### src/rtl/dct_pkg.sv
// Shared types and helpers for the DCT block-fetch front end.
package dct_pkg;

   localparam int unsigned BLK       = 8;
   localparam int unsigned PIX_W_DEF = 12;

   typedef enum logic [2:0] {
      ST_IDLE,
      ST_FETCH,
      ST_WAIT,
      ST_OUT,
      ST_DONE
   } fetch_state_e;

   // Raster address of pixel (bx*8+col, by*8+r).
   function automatic int unsigned pix_addr(input int unsigned base,
                                            input int unsigned img_w,
                                            input int unsigned bx,
                                            input int unsigned by,
                                            input int unsigned col,
                                            input int unsigned r);
      return base + (by * BLK + r) * img_w + bx * BLK + col;
   endfunction

endpackage

### src/rtl/dct_addr_gen.sv
// Row/column/block counters and the registered memory read address.
module dct_addr_gen
   import dct_pkg::*;
#(
   parameter int unsigned IMG_W     = 64,
   parameter int unsigned IMG_H     = 64,
   parameter int unsigned ADDR_W    = 15,
   parameter int unsigned BASE_ADDR = 2,
   parameter int unsigned BX_W      = 3,
   parameter int unsigned BY_W      = 3
)(
   input  logic              clk,
   input  logic              rst_n,
   input  logic              clear,
   input  logic              row_step,
   input  logic              advance,
   output logic [2:0]        row,
   output logic [2:0]        col_idx,
   output logic [BX_W-1:0]   blk_x,
   output logic [BY_W-1:0]   blk_y,
   output logic              img_last,
   output logic              row_last_c,
   output logic [ADDR_W-1:0] mem_addr
);

   localparam int unsigned BX_MAX = IMG_W / BLK - 1;
   localparam int unsigned BY_MAX = IMG_H / BLK - 1;

   logic [2:0]        col_nxt;
   logic [BX_W-1:0]   bx_nxt;
   logic [BY_W-1:0]   by_nxt;
   logic              col_wrap;
   logic              bx_wrap;
   logic              last_nxt;
   logic [ADDR_W-1:0] addr_row_nxt;
   logic [ADDR_W-1:0] addr_adv_nxt;

   assign row_last_c = (row == 3'd7);

   // Next column position with block wrap, and the addresses that go with it.
   always_comb begin
      col_wrap = (col_idx == 3'd7);
      bx_wrap  = col_wrap && (blk_x == BX_W'(BX_MAX));
      col_nxt  = col_idx + 3'd1;
      bx_nxt   = blk_x;
      by_nxt   = blk_y;
      if (col_wrap)
         bx_nxt = bx_wrap ? '0 : blk_x + BX_W'(1);
      if (bx_wrap)
         by_nxt = (blk_y == BY_W'(BY_MAX)) ? '0 : blk_y + BY_W'(1);
      last_nxt = (col_nxt == 3'd7) && (bx_nxt == BX_W'(BX_MAX)) &&
                 (by_nxt == BY_W'(BY_MAX));
      addr_row_nxt = ADDR_W'(pix_addr(BASE_ADDR, IMG_W, 32'(blk_x), 32'(blk_y),
                                      32'(col_idx), 32'(row + 3'd1)));
      addr_adv_nxt = ADDR_W'(pix_addr(BASE_ADDR, IMG_W, 32'(bx_nxt), 32'(by_nxt),
                                      32'(col_nxt), 32'd0));
   end

   always_ff @(posedge clk or negedge rst_n) begin
      if (!rst_n) begin
         row      <= '0;
         col_idx  <= '0;
         blk_x    <= '0;
         blk_y    <= '0;
         img_last <= 1'b0;
         mem_addr <= ADDR_W'(BASE_ADDR);
      end else if (clear) begin
         row      <= '0;
         col_idx  <= '0;
         blk_x    <= '0;
         blk_y    <= '0;
         img_last <= 1'b0;
         mem_addr <= ADDR_W'(BASE_ADDR);
      end else if (advance) begin
         row      <= '0;
         col_idx  <= col_nxt;
         blk_x    <= bx_nxt;
         blk_y    <= by_nxt;
         img_last <= last_nxt;
         mem_addr <= addr_adv_nxt;
      end else if (row_step) begin
         // Address stays on row 7 once the column has been fully presented.
         if (row_last_c) begin
            row <= '0;
         end else begin
            row      <= row + 3'd1;
            mem_addr <= addr_row_nxt;
         end
      end
   end

endmodule

### src/rtl/dct_block_fetch.sv
// Streams a raster image from block memory as 8x8 blocks, one column per beat.
module dct_block_fetch
   import dct_pkg::*;
#(
   parameter int unsigned IMG_W       = 64,
   parameter int unsigned IMG_H       = 64,
   parameter int unsigned PIX_W       = PIX_W_DEF,
   parameter int unsigned ADDR_W      = 15,
   parameter int unsigned BASE_ADDR   = 2,
   parameter bit          LEVEL_SHIFT = 1'b1,
   localparam int unsigned BX_W = (IMG_W / BLK > 1) ? $clog2(IMG_W / BLK) : 1,
   localparam int unsigned BY_W = (IMG_H / BLK > 1) ? $clog2(IMG_H / BLK) : 1
)(
   input  logic                 clk,
   input  logic                 rst_n,
   input  logic                 start,
   output logic                 busy,
   output logic                 done,
   output logic [ADDR_W-1:0]    mem_addr,
   input  logic [PIX_W-1:0]     mem_dout,
   output logic                 col_valid,
   input  logic                 col_ready,
   output logic [8*PIX_W-1:0]   col_data,
   output logic [2:0]           col_idx,
   output logic [BX_W-1:0]      blk_x,
   output logic [BY_W-1:0]      blk_y,
   output logic                 img_last
);

   localparam logic [PIX_W-1:0] HALF = {1'b1, {(PIX_W-1){1'b0}}};

   fetch_state_e     state, state_nxt;
   logic             clear_en;
   logic             row_step_en;
   logic             advance_en;
   logic             row_last;
   logic [2:0]       row;
   logic             cap_en_q;
   logic [2:0]       cap_row_q;
   logic [PIX_W-1:0] pix_cap;

   dct_addr_gen #(
      .IMG_W     (IMG_W),
      .IMG_H     (IMG_H),
      .ADDR_W    (ADDR_W),
      .BASE_ADDR (BASE_ADDR),
      .BX_W      (BX_W),
      .BY_W      (BY_W)
   ) u_addr_gen (
      .clk        (clk),
      .rst_n      (rst_n),
      .clear      (clear_en),
      .row_step   (row_step_en),
      .advance    (advance_en),
      .row        (row),
      .col_idx    (col_idx),
      .blk_x      (blk_x),
      .blk_y      (blk_y),
      .img_last   (img_last),
      .row_last_c (row_last),
      .mem_addr   (mem_addr)
   );

   always_ff @(posedge clk or negedge rst_n) begin
      if (!rst_n)
         state <= ST_IDLE;
      else
         state <= state_nxt;
   end

   always_comb begin
      state_nxt   = state;
      clear_en    = 1'b0;
      row_step_en = 1'b0;
      advance_en  = 1'b0;
      case (state)
         ST_IDLE: begin
            if (start) begin
               clear_en  = 1'b1;
               state_nxt = ST_FETCH;
            end
         end
         ST_FETCH: begin
            row_step_en = 1'b1;
            if (row_last)
               state_nxt = ST_WAIT;
         end
         ST_WAIT: state_nxt = ST_OUT;
         ST_OUT: begin
            if (col_ready) begin
               advance_en = 1'b1;
               state_nxt  = img_last ? ST_DONE : ST_FETCH;
            end
         end
         ST_DONE: state_nxt = ST_IDLE;
         default: state_nxt = ST_IDLE;
      endcase
   end

   // Handshake and status flags follow the state being entered.
   always_ff @(posedge clk or negedge rst_n) begin
      if (!rst_n) begin
         busy      <= 1'b0;
         done      <= 1'b0;
         col_valid <= 1'b0;
      end else begin
         busy      <= (state_nxt == ST_FETCH) || (state_nxt == ST_WAIT) ||
                      (state_nxt == ST_OUT);
         done      <= (state_nxt == ST_DONE);
         col_valid <= (state_nxt == ST_OUT);
      end
   end

   // Read data for a row arrives one cycle after its address.
   assign pix_cap = LEVEL_SHIFT ? (mem_dout - HALF) : mem_dout;

   always_ff @(posedge clk or negedge rst_n) begin
      if (!rst_n) begin
         cap_en_q  <= 1'b0;
         cap_row_q <= '0;
         col_data  <= '0;
      end else begin
         cap_en_q  <= (state == ST_FETCH);
         cap_row_q <= row;
         if (cap_en_q)
            col_data[32'(cap_row_q) * PIX_W +: PIX_W] <= pix_cap;
      end
   end

endmodule

### config.mk
export PLATFORM = sky130hd
export DESIGN_NAME = dct_block_fetch
export DESIGN_NICKNAME = d
export VERILOG_FILES = /design/src/rtl/dct_pkg.sv /design/src/rtl/dct_addr_gen.sv /design/src/rtl/dct_block_fetch.sv
export SDC_FILE = /design/constraint.sdc
export NUM_CORES = 1
export LEC_CHECK = 0
export CAP_MARGIN = 20
export CORE_UTILIZATION = 50
export CTS_BUF_LIST = sky130_fd_sc_hd__clkbuf_16
export DETAILED_ROUTE_END_ITERATION = 12
export GPL_TIMING_DRIVEN = 1
export HOLD_SLACK_MARGIN = 0.03
export PLACE_DENSITY = 0.83
export SLEW_MARGIN = 40
export SYNTH_ARGS = -nofsm -noshare
export SYNTH_HDL_FRONTEND = slang
export SYNTH_SLANG_ARGS = --single-unit
### constraint.sdc
create_clock -name clk -period 5.2 [get_ports clk]
set_clock_uncertainty 0.2 [all_clocks]
set_input_delay 0.78 -clock clk [delete_from_list [all_inputs] [get_ports clk]]
set_output_delay 0.78 -clock clk [all_outputs]
set_load 0.01 [all_outputs]
## Word-level counts from Yosys, hierarchy flattened

Index checks and enable logic that the tools add are counted.

| word-level totals | value |
|---|---|
| output and inout port bits | 124 |
| input port bits | 16 |
| register bits | 134 |

| operators by class | value |
|---|---|
| eq/ne operators | 15 |
| shifts and indexed selects | 2 |
| add/subtract/negate cells | 14 |
| multiply operators | 1 |
| reductions and logical operators | 9 |
| multiplexer cells | 31 |

Operators by type and width:

| cell | number |
|---|---|
| bitwise mux 96 bit | 1 |
| variable shift 12 x 34 -> 96 bit, first input constant | 1 |
| variable part select 12 x 34 -> 96 bit | 1 |
| 2-to-1 mux 15 bit | 4 |
| 2-to-1 mux 3 bit | 18 |
| negation 7 -> 34 bit | 1 |
| adder 15 x 3 -> 15 bit | 2 |
| adder 15 x 6 -> 15 bit | 2 |
| == test 3 bit, second input constant | 8 |
| adder 2 x 15 -> 15 bit, first input constant | 1 |
| adder 2 x 12 -> 13 bit, first input constant | 1 |
| adder 3 x 1 -> 3 bit, second input constant | 4 |
| == test 3 x 2 -> 1 bit, second input constant | 4 |
| one-hot mux 3 bit (4 select lines) | 1 |
| subtractor 12 bit, second input constant | 1 |
| adder 6 x 9 -> 9 bit | 1 |
| 2-to-1 mux 1 bit | 7 |
| == test 3 x 1 -> 1 bit, second input constant | 2 |
| multiplier 3 x 2 -> 5 bit, second input constant | 1 |
| adder 3 x 1 -> 4 bit, second input constant | 1 |
| logical AND 1 bit | 3 |
| logical NOT 3 bit | 1 |
| inequality test 3 bit, second input constant | 1 |
| nonzero test 3 bit | 1 |
| 3 further kinds | 4 |

## Depth between registers and ports, before layout

Gate-level depths: netlist of run 1.

| logic depth | value |
|---|---|
| word-level depth | 9 |
| gate-level depth with buffers | 14 |
| mapped depth without buffers | 10 |

## Hierarchy

Synthesis of run 1 repeated with hierarchy kept, for this count alone.

| second synthesis, totals | value |
|---|---|
| cell total of the unflattened synthesis | 641 |
| area, all modules | 7231.9 sq um |

Modules (own cells, without submodules):

| module | sequential area each (sq um) | times used | area each (sq um) | cells an instance |
|---|---|---|---|---|
| dct_block_fetch | 2652.5 | 1 | 5420.2 | 446 |
| dct_addr_gen | 676.9 | 1 | 1811.7 | 195 |

## Worst setup path after synthesis of run 1

OpenSTA, ideal clock, no wires.

| path | value |
|---|---|
| path type | register to register |
| start | register cap_row_q[1] |
| end | register col_data[4] |
| arrival time | 3438 ps |
| buffers on the path | 3 |
| data required time | 4875 ps |
| slack | 1437 ps |
| cell stages (with the launch flop) | 13 |
| path through | dfrtp_1 > ha_1 > fa_1 > clkbuf_1 > nor2b_1 > and2_1 > ha_1 > clkbuf_1 > or3_4 > or2_0 > buf_6 > o22ai_4 > mux2_4 |

| between the ends | value |
|---|---|
| longest elaborated chain between the ends | 4 |
| elaborated cells on any way between the ends | 5 |
| classes of those cells | add/sub: 1; mul: 1; shift: 2; mux: 1 |

Ends and longest elaborated chain:

| item | line | text |
|---|---|---|
| from (decl) | dct_block_fetch.sv:39 | `logic [2:0] cap_row_q;` |
| from (signal assigned) | dct_block_fetch.sv:124 | `cap_row_q <= row;` |
| multiplier 3 x 2 -> 5 bit (*) | dct_block_fetch.sv:126 | `col_data[32'(cap_row_q) * PIX_W +: PIX_W] <= pix_cap;` |
| negation 7 -> 34 bit (*) | dct_block_fetch.sv:126 |  |
| variable part select 12 x 34 -> 96 bit or variable shift 12 x 34 -> 96 bit (tied branches) | dct_block_fetch.sv:126 |  |
| bitwise mux 96 bit (*) | dct_block_fetch.sv:126 |  |
| to (signal, indexed assignment) | dct_block_fetch.sv:126 |  |
| to (decl) | dct_block_fetch.sv:23 | `output logic [8*PIX_W-1:0] col_data,` |

Every way passes the cells marked *; elsewhere a longest branch is shown, timed or not.
A chain may end at the register's enable or synchronous reset.

## Worst setup path in the final report of run 1

| path | value |
|---|---|
| start | register cap_row_q[0] |
| end | register col_data[71] |

Same word-level chain as after synthesis.

==> metrics.md, run 1 <==
| Metric | Value |
|---|---|
| Max-capacitance violation count | 0 |
| Asr flop ratio synth | 1.00 |
| Hold Violations, Final | 0 |
| Buffer count from post-CTS setup fixing | 0 |
| Clock slew seen by the registers of the worst setup and hold paths | 0.05 ns |
| Seq/Total Area, Yosys | 0.475 |
| Final Critical Period | 4.27 ns |
| Critical R2R Capture | col_data[71] |
| Least-Margin Pin Slew | 0.807 ns |
| GRT Overall Usage | 0.281 |
| Worst Path Max Fanout | between 40 and 50 |
| CP cell instances | buf_4 > inv_1 > ha_1 > nor3_1 > xnor2_1 > nand2_1 > o21ai_0 > mux2_2 |
| Main synth FF type | dfrtp_1 |
| Critical Path Max Stage Delay | between 0.7 and 0.8 ns |
| Seq pwr share | 0.252 |
| Comb power frac | 0.580 |
| Power per cell area | 748 nW/um^2 |
| Critical path type | reg2reg |
| Synth Register Bits | 133 |
| Post-synthesis compound-gate area fraction | 0.114 |
| Startpoint Class | register |
| Final Max Slew Viols | 0 |
| Vias in the first global route | 5968 |
| Area grow syn2layout | 29.8% |
| Drt initial violations | 420 |
| Critical Path Sink Type | register |
| Switching power | between 2 and 3 mW |
| Share of synthesized cell area in full adder, half adder and majority cells | 0.0385 |
| WP data arrival | 4.37 ns |
| Initial Util | 0.521 |
| Sw frac | 0.427 |
| Post-CTS Hold Buffers | 0 |
| Cts bufs inserted | 17 |
| Worst Reg-to-Reg Cells | 8 |
| Placed inst area | ~8500 um^2 |
| Worst rel slew slack | 0.456 |
| Slowest-stage cell, CP | o21ai_0 |
| Die X-Extent | 120 um |
| CP top delay family | simple AND/OR/NAND/NOR gates |
| Routed wire length | 19600 um |
| Largest net degree at the start of global routing | 57 |
| Core area | 13500 um^2 |
| Number of cell rows | 42 |
| Most frequent cells in the layout | clkdlybuf4s50_1 (137), dfrtp_1 (132), mux2_2 (94) |
| Clock power share | 0.168 |
| DRC viols | 0 |
| Top-level I/O count | 140 |
| Max H-tree Level | 4 |
| Post-synthesis simple-gate area fraction | 0.143 |
| Reg2reg setup slack | 0.93 ns |
| Status | finished clean |
| P_leak | ~4.0 nW |
| Final Cycle Share | 0.821 |
| Mux contribution to synthesized area | 0.174 |
| Synth cell types | 65 |
| Cell area after synthesis | around 7000 um^2 |
| Max VDD drop | 355 uV |
| Multi-input logic area | 3490 um^2 |
| Dominant cells by area after synthesis | dfrtp_1 (47%), mux2_2 (15%), ha_1 (3.6%) |
| Hpwl dp | 14300 um |
| DR vias/cell | 6.02 |
| TritonRoute pass-1 iters | 7 |
| Largest area contributor in the netlist | dfrtp_1 |
| Antenna cells | 0 |
| Design area | 9110 um^2 |
| Util after Layout | 0.677 |
| CTS root buf | clkbuf_16 |
| RR Startpoint | cap_row_q[0] |
| Gr ovfl total | 0 |
| Cell-internal power | 3.90 mW |
| Share of cells above drive strength 1 | 0.178 |
| Mean post-synth cell area | 10.8 um^2 |
| FMAX | 234 MHz |
| RePlAce Congestion | 0.946 |
| PostCTS Resize Cnt | 0 |
| Die area | roughly 15000 um^2 |
| Antenna Nets Post-Route | 0 |
| CP required | 5.30 ns |
| # clock sinks | 133 |
| Clk_lat worst skew | 0.42 ns |
| Detailed-route via count | between 5000 and 6000 |
| Xor/xnor share of the synthesized area | 0.0273 |
| Syn Inst Count | 650 |
| Synth top area share | 0.471 |
| Overall power | 6.81 mW |
| Port buffer count | 138 |
| Synth warn | 0 |
| Syn nets | just under 700 |
| Placement-stage worst setup slack | between 1 and 1.5 ns |
| Worst min path class | in2async |
| Post-layout nets | 823 |
| Worst path bufs/invs | 2 |
| Global-route wire length before repair | 31400 um |
| Final setup vio count | 0 |
| TritonCTS clock tree | done |
| EDFF count, synth | 0 |
| Setup TNS | 0 ns |
| RSZ-0062 raised after global routing | false |
| Clock Path Buffers | 2 |
| Fillers | 1050 |
| Die height | 120 um |
| Reg area | 3330 um^2 |
| Initial antenna violation count | 0 |
| Most common cell after layout, fill and taps aside | clkdlybuf4s50_1 |
| Routed len/inst | slightly above 20 um |
| Largest family of logic cells by synthesized area | multiplexers |
| Slack of the critical path | 0.930 ns |
-- kinds of logic after synthesis --
kind of cell / count (synthesis)
other: 1
and+or+nand+nor: 198
muxes: 108
adders and majority gates: 21
DFF: 133
buffers and inverters: 46
AOI/OAI and AO/OA: 122
xor gates and xnor gates: 21
-- worst register-to-register path, cell delays in order (launching register included) --
cell and delay [ns]:
dfrtp_1 0.34, buf_4 0.40, inv_1 0.31, ha_1 0.60, nor3_1 0.53, xnor2_1 0.27, nand2_1 0.37, o21ai_0 0.72
mux2_2 0.42
-- state kept, by name, indices dropped and copies added, names as in the netlist --
name	count
u_addr_gen.col_idx	3
cap_en_q	1
col_data	96
u_addr_gen.mem_addr	14
busy	1
u_addr_gen.blk_x	3
u_addr_gen.img_last	1
cap_row_q	3
done	1
u_addr_gen.blk_y	3
state	3
u_addr_gen.row	3
col_valid	1
-- Yosys cell counts (all sizes together), types with 15 or more instances --
cell type,n
dfrtp,132
mux2,98
nand2,58
nor2,40
o21ai,34
nand3,30
o22ai,21
ha,20
a21oi,18
clkbuf,16
inv,16
nor3,15
-- through the flow --
stage,instances,hold WS [ns]
floorplan,650,0.193
detailed placement,943,0.236
global route,975,0.253
global placement,943,0.225
finish,975,0.210
CTS,975,0.214
-- worst max path at each step --
stage                  from           end  slack (ns)  cells after the start
6_report       cap_row_q[0]  col_data[71]        0.93                      8
5_1_grt        cap_row_q[0]  col_data[71]        0.74                      8
4_1_cts        cap_row_q[0]  col_data[71]        1.07                      8
3_5_place_dp   cap_row_q[0]  col_data[71]        1.09                      8
3_3_place_gp   cap_row_q[1]   col_data[7]        1.26                     10
2_1_floorplan  cap_row_q[1]   col_data[4]        1.44                     12
-- cell type report --
type / count / area share
multi-input cells: 471 / 0.384
well taps: 176 / 0.0242
clock buffers: 17 / 0.0467
inverters: 17 / 0.00701
flip-flops and latches: 133 / 0.366
clock inverters: 15 / 0.0150
repair buffers: 146 / 0.158
-- per-layer routing --
layer,up-vias,share of wire,GRT usage
met5,-,0,0
met1,2865,0.39,0.334
met4,0,0.040,0.141
li1,2622,-,-
met3,75,0.068,0.0580
met2,312,0.50,0.483
-- power groups by stage --
stage	Clock (mW)	Sequential [mW]	Combinational, mW
2_1_floorplan	0	1.82	2.28
3_5_place_dp	0	1.72	3.86
6_report	1.14	1.72	3.95
3_3_place_gp	0	1.70	3.75
4_1_cts	1.16	1.71	3.90
5_1_grt	1.20	1.76	4.22
Power figures use the tool's default switching activity.
==> run 2, diff against run 1 <==
Settings changed: CORE_UTILIZATION 50 to 47, PLACE_DENSITY 0.83 to 0.82.
Clock period 5.2 ns to 3.5 ns, I/O delays scaled along.
==> metrics.md, run 2 (synthesis gave the netlist of run 1 again) <==
| Metric | Value |
|---|---|
| Status | finished clean |
| Port buffer count | 138 (unchanged) |
| Most common cell after layout, fill and taps aside | clkdlybuf4s50_1 |
| Power per cell area | 1120 nW/um^2 (+49%) |
| TritonRoute pass-1 iters | 5 (-2) |
| Final setup vio count | 0 (unchanged) |
| Initial antenna violation count | 0 (unchanged) |
| Clk_lat worst skew | 0.41 ns (about the same) |
| CTS root buf | clkbuf_16 |
| DRC viols | 0 (unchanged) |
| Top-level I/O count | 140 (unchanged) |
| Initial Util | 0.483 (-0.0388) |
| Overall power | 10.5 mW (+54%) |
| Die height | 124 um (+3.1%) |
| Largest Register | col_data |
| Area grow syn2layout | 33.9% |
| Core area | 14500 um^2 (+8.0%) |
| Least-Margin Pin Slew | 0.761 ns (-0.0457 ns) |
| Buffer count from post-CTS setup fixing | 0 (unchanged) |
| Max VDD drop | 672 uV (+90%) |
| CP required | 3.59 ns (-1.71 ns) |
| Vias in the first global route | 5782 (-3.1%) |
| Die X-Extent | 124 um (+3.1%) |
| Number of cell rows | 44 (+4.8%) |
| Fillers | 1157 (+10%) |
| Detailed-route via count | 5821 (-0.90%) |
| Share of cells above drive strength 1 | 0.220 (+0.0425) |
| Largest registers | col_data: 96 flops, u_addr_gen.mem_addr: 14 flops |
| Startpoint Class | register |
| # clock sinks | 133 (unchanged) |
| GRT Overall Usage | 0.256 (-0.0250) |
| Critical Path Sink Type | register |
| Post-layout nets | 846 (+2.8%) |
| Max-capacitance violation count | 0 (unchanged) |
| Routed wire length | 18600 um (-5.3%) |
| Worst min path class | reg2reg |
| Die area | 15400 um^2 (+6.3%) |
| FMAX | 297 MHz (+27%) |
| Clock slew seen by the registers of the worst setup and hold paths | 0.05 ns (about the same) |
| Max reg flops | 96 (unchanged) |
| Gr ovfl total | 0 (unchanged) |
| Routed len/inst | 18.5 um (-8.3%) |
| Global-route wire length before repair | 29800 um (-5.0%) |
| Util after Layout | 0.646 (-0.0306) |
| Critical path type | reg2reg |
| RSZ-0062 raised after global routing | false |
| Drt initial violations | 524 (+25%) |
| Final Cycle Share | 0.963 (+0.142) |
| Cts bufs inserted | 17 (unchanged) |
| Worst Path Max Fanout | 4 (-91%) |
| P_leak | 4.16 nW (+3.0%) |
| Antenna cells | 0 (unchanged) |
| Hpwl dp | 13500 um (-5.6%) |
| Worst rel slew slack | 0.487 (+0.0308) |
| Hold Violations, Final | 0 (unchanged) |
| RePlAce Congestion | 0.978 (+3.5%) |
| Antenna Nets Post-Route | 0 (unchanged) |
| Worst Reg-to-Reg Cells | 10 (+2) |
| DR vias/cell | 5.79 (-4.0%) |
| Largest net degree at the start of global routing | 59 (+3.5%) |
| Most frequent cells in the layout | clkdlybuf4s50_1 (137), dfrtp_1 (132), mux2_2 (94) |
| Hold depth | 0 |
| Hold WS | 0.257 ns (+0.0469 ns) |
| TritonCTS clock tree | done |
| WP data arrival | 3.47 ns (-0.90 ns) |
| Clock Path Buffers | 2 (unchanged) |
| Max H-tree Level | 4 (unchanged) |
| Final Max Slew Viols | 0 (unchanged) |
| Final Critical Period | 3.37 ns (-0.898 ns) |
## run 2: cell types whose count changed in the layout (fill, tap and decap cells not counted), sizes merged
cell,previous run,this run
inv,24,19
clkinvlp,0,2
clkinv,5,7
buf,9,31
bufinv,3,4
dlygate4sd3,0,1
## run 2: path summary, 6_finish.rpt
check | start | end | slack (ns)
worst max-delay path | cap_row_q[1] | col_data[20] | 0.13
worst min-delay path | u_addr_gen.row[2] | cap_row_q[2] | 0.26
worst max register to register | cap_row_q[1] | col_data[20] | 0.13
worst min register to register | u_addr_gen.row[2] | cap_row_q[2] | 0.26
max in group asynchronous | rst_n | col_data[25] | 1.80
min in group asynchronous | rst_n | col_data[74] | 0.39
## run 2: layout make-up
class | count | area, um^2 | area share
Multi-Input combinational cell | 471 | 3530 | 0.376
Sequential cell | 133 | 3330 | 0.354
Timing Repair Buffer | 169 | 1630 | 0.173
Clock buffer | 17 | 425 | 0.0453
Tap cell | 184 | 230 | 0.0245
Clock inverter | 15 | 188 | 0.0200
Inverter | 17 | 63.8 | 0.00679
## run 2: stage by stage
step | instance area (um^2) | instances | setup TNS, ns | setup slack (ns)
finish | 9390 | 1006 | 0 | 0.128
CTS | 9370 | 1006 | 0 | 0.00551
detailed placement | 8740 | 973 | -0.499 | -0.0660
floorplan | 7050 | 650 | 0 | 0.000339
global route | 9390 | 1006 | 0 | 0.00738
global placement | 8740 | 973 | -0.0644 | -0.00825
## run 2: per-layer routing
metal,wire (um),up-vias,global-route usage
met2,9280,263,0.429
met1,7590,2835,0.321
met4,510,0,0.111
met3,1180,44,0.0508
met5,0,-,0
li1,-,2679,-
## run 2: worst max-delay path, cell delays in order (launching register included)
cell and delay, ns:
dfrtp_1 0.43, ha_2 0.23, fa_1 0.47, xnor2_4 0.18, and2_1 0.16, ha_1 0.19, nor2b_1 0.22, o41a_1 0.22
a32oi_1 0.15, nor2_1 0.42, mux2_2 0.39
## run 2: power breakdown
part | switching [mW] | internal [mW]
sequential | 0.406 | 2.13
combinational | 3.28 | 2.84
clock | 0.647 | 1.18
## run 2: repair_timing
item,CTS,global route
endpoints found under the hold margin,28,0
resized for setup,2,8
hold buffers,1,0
pin swaps,0,0
setup endpoints to repair,15,41
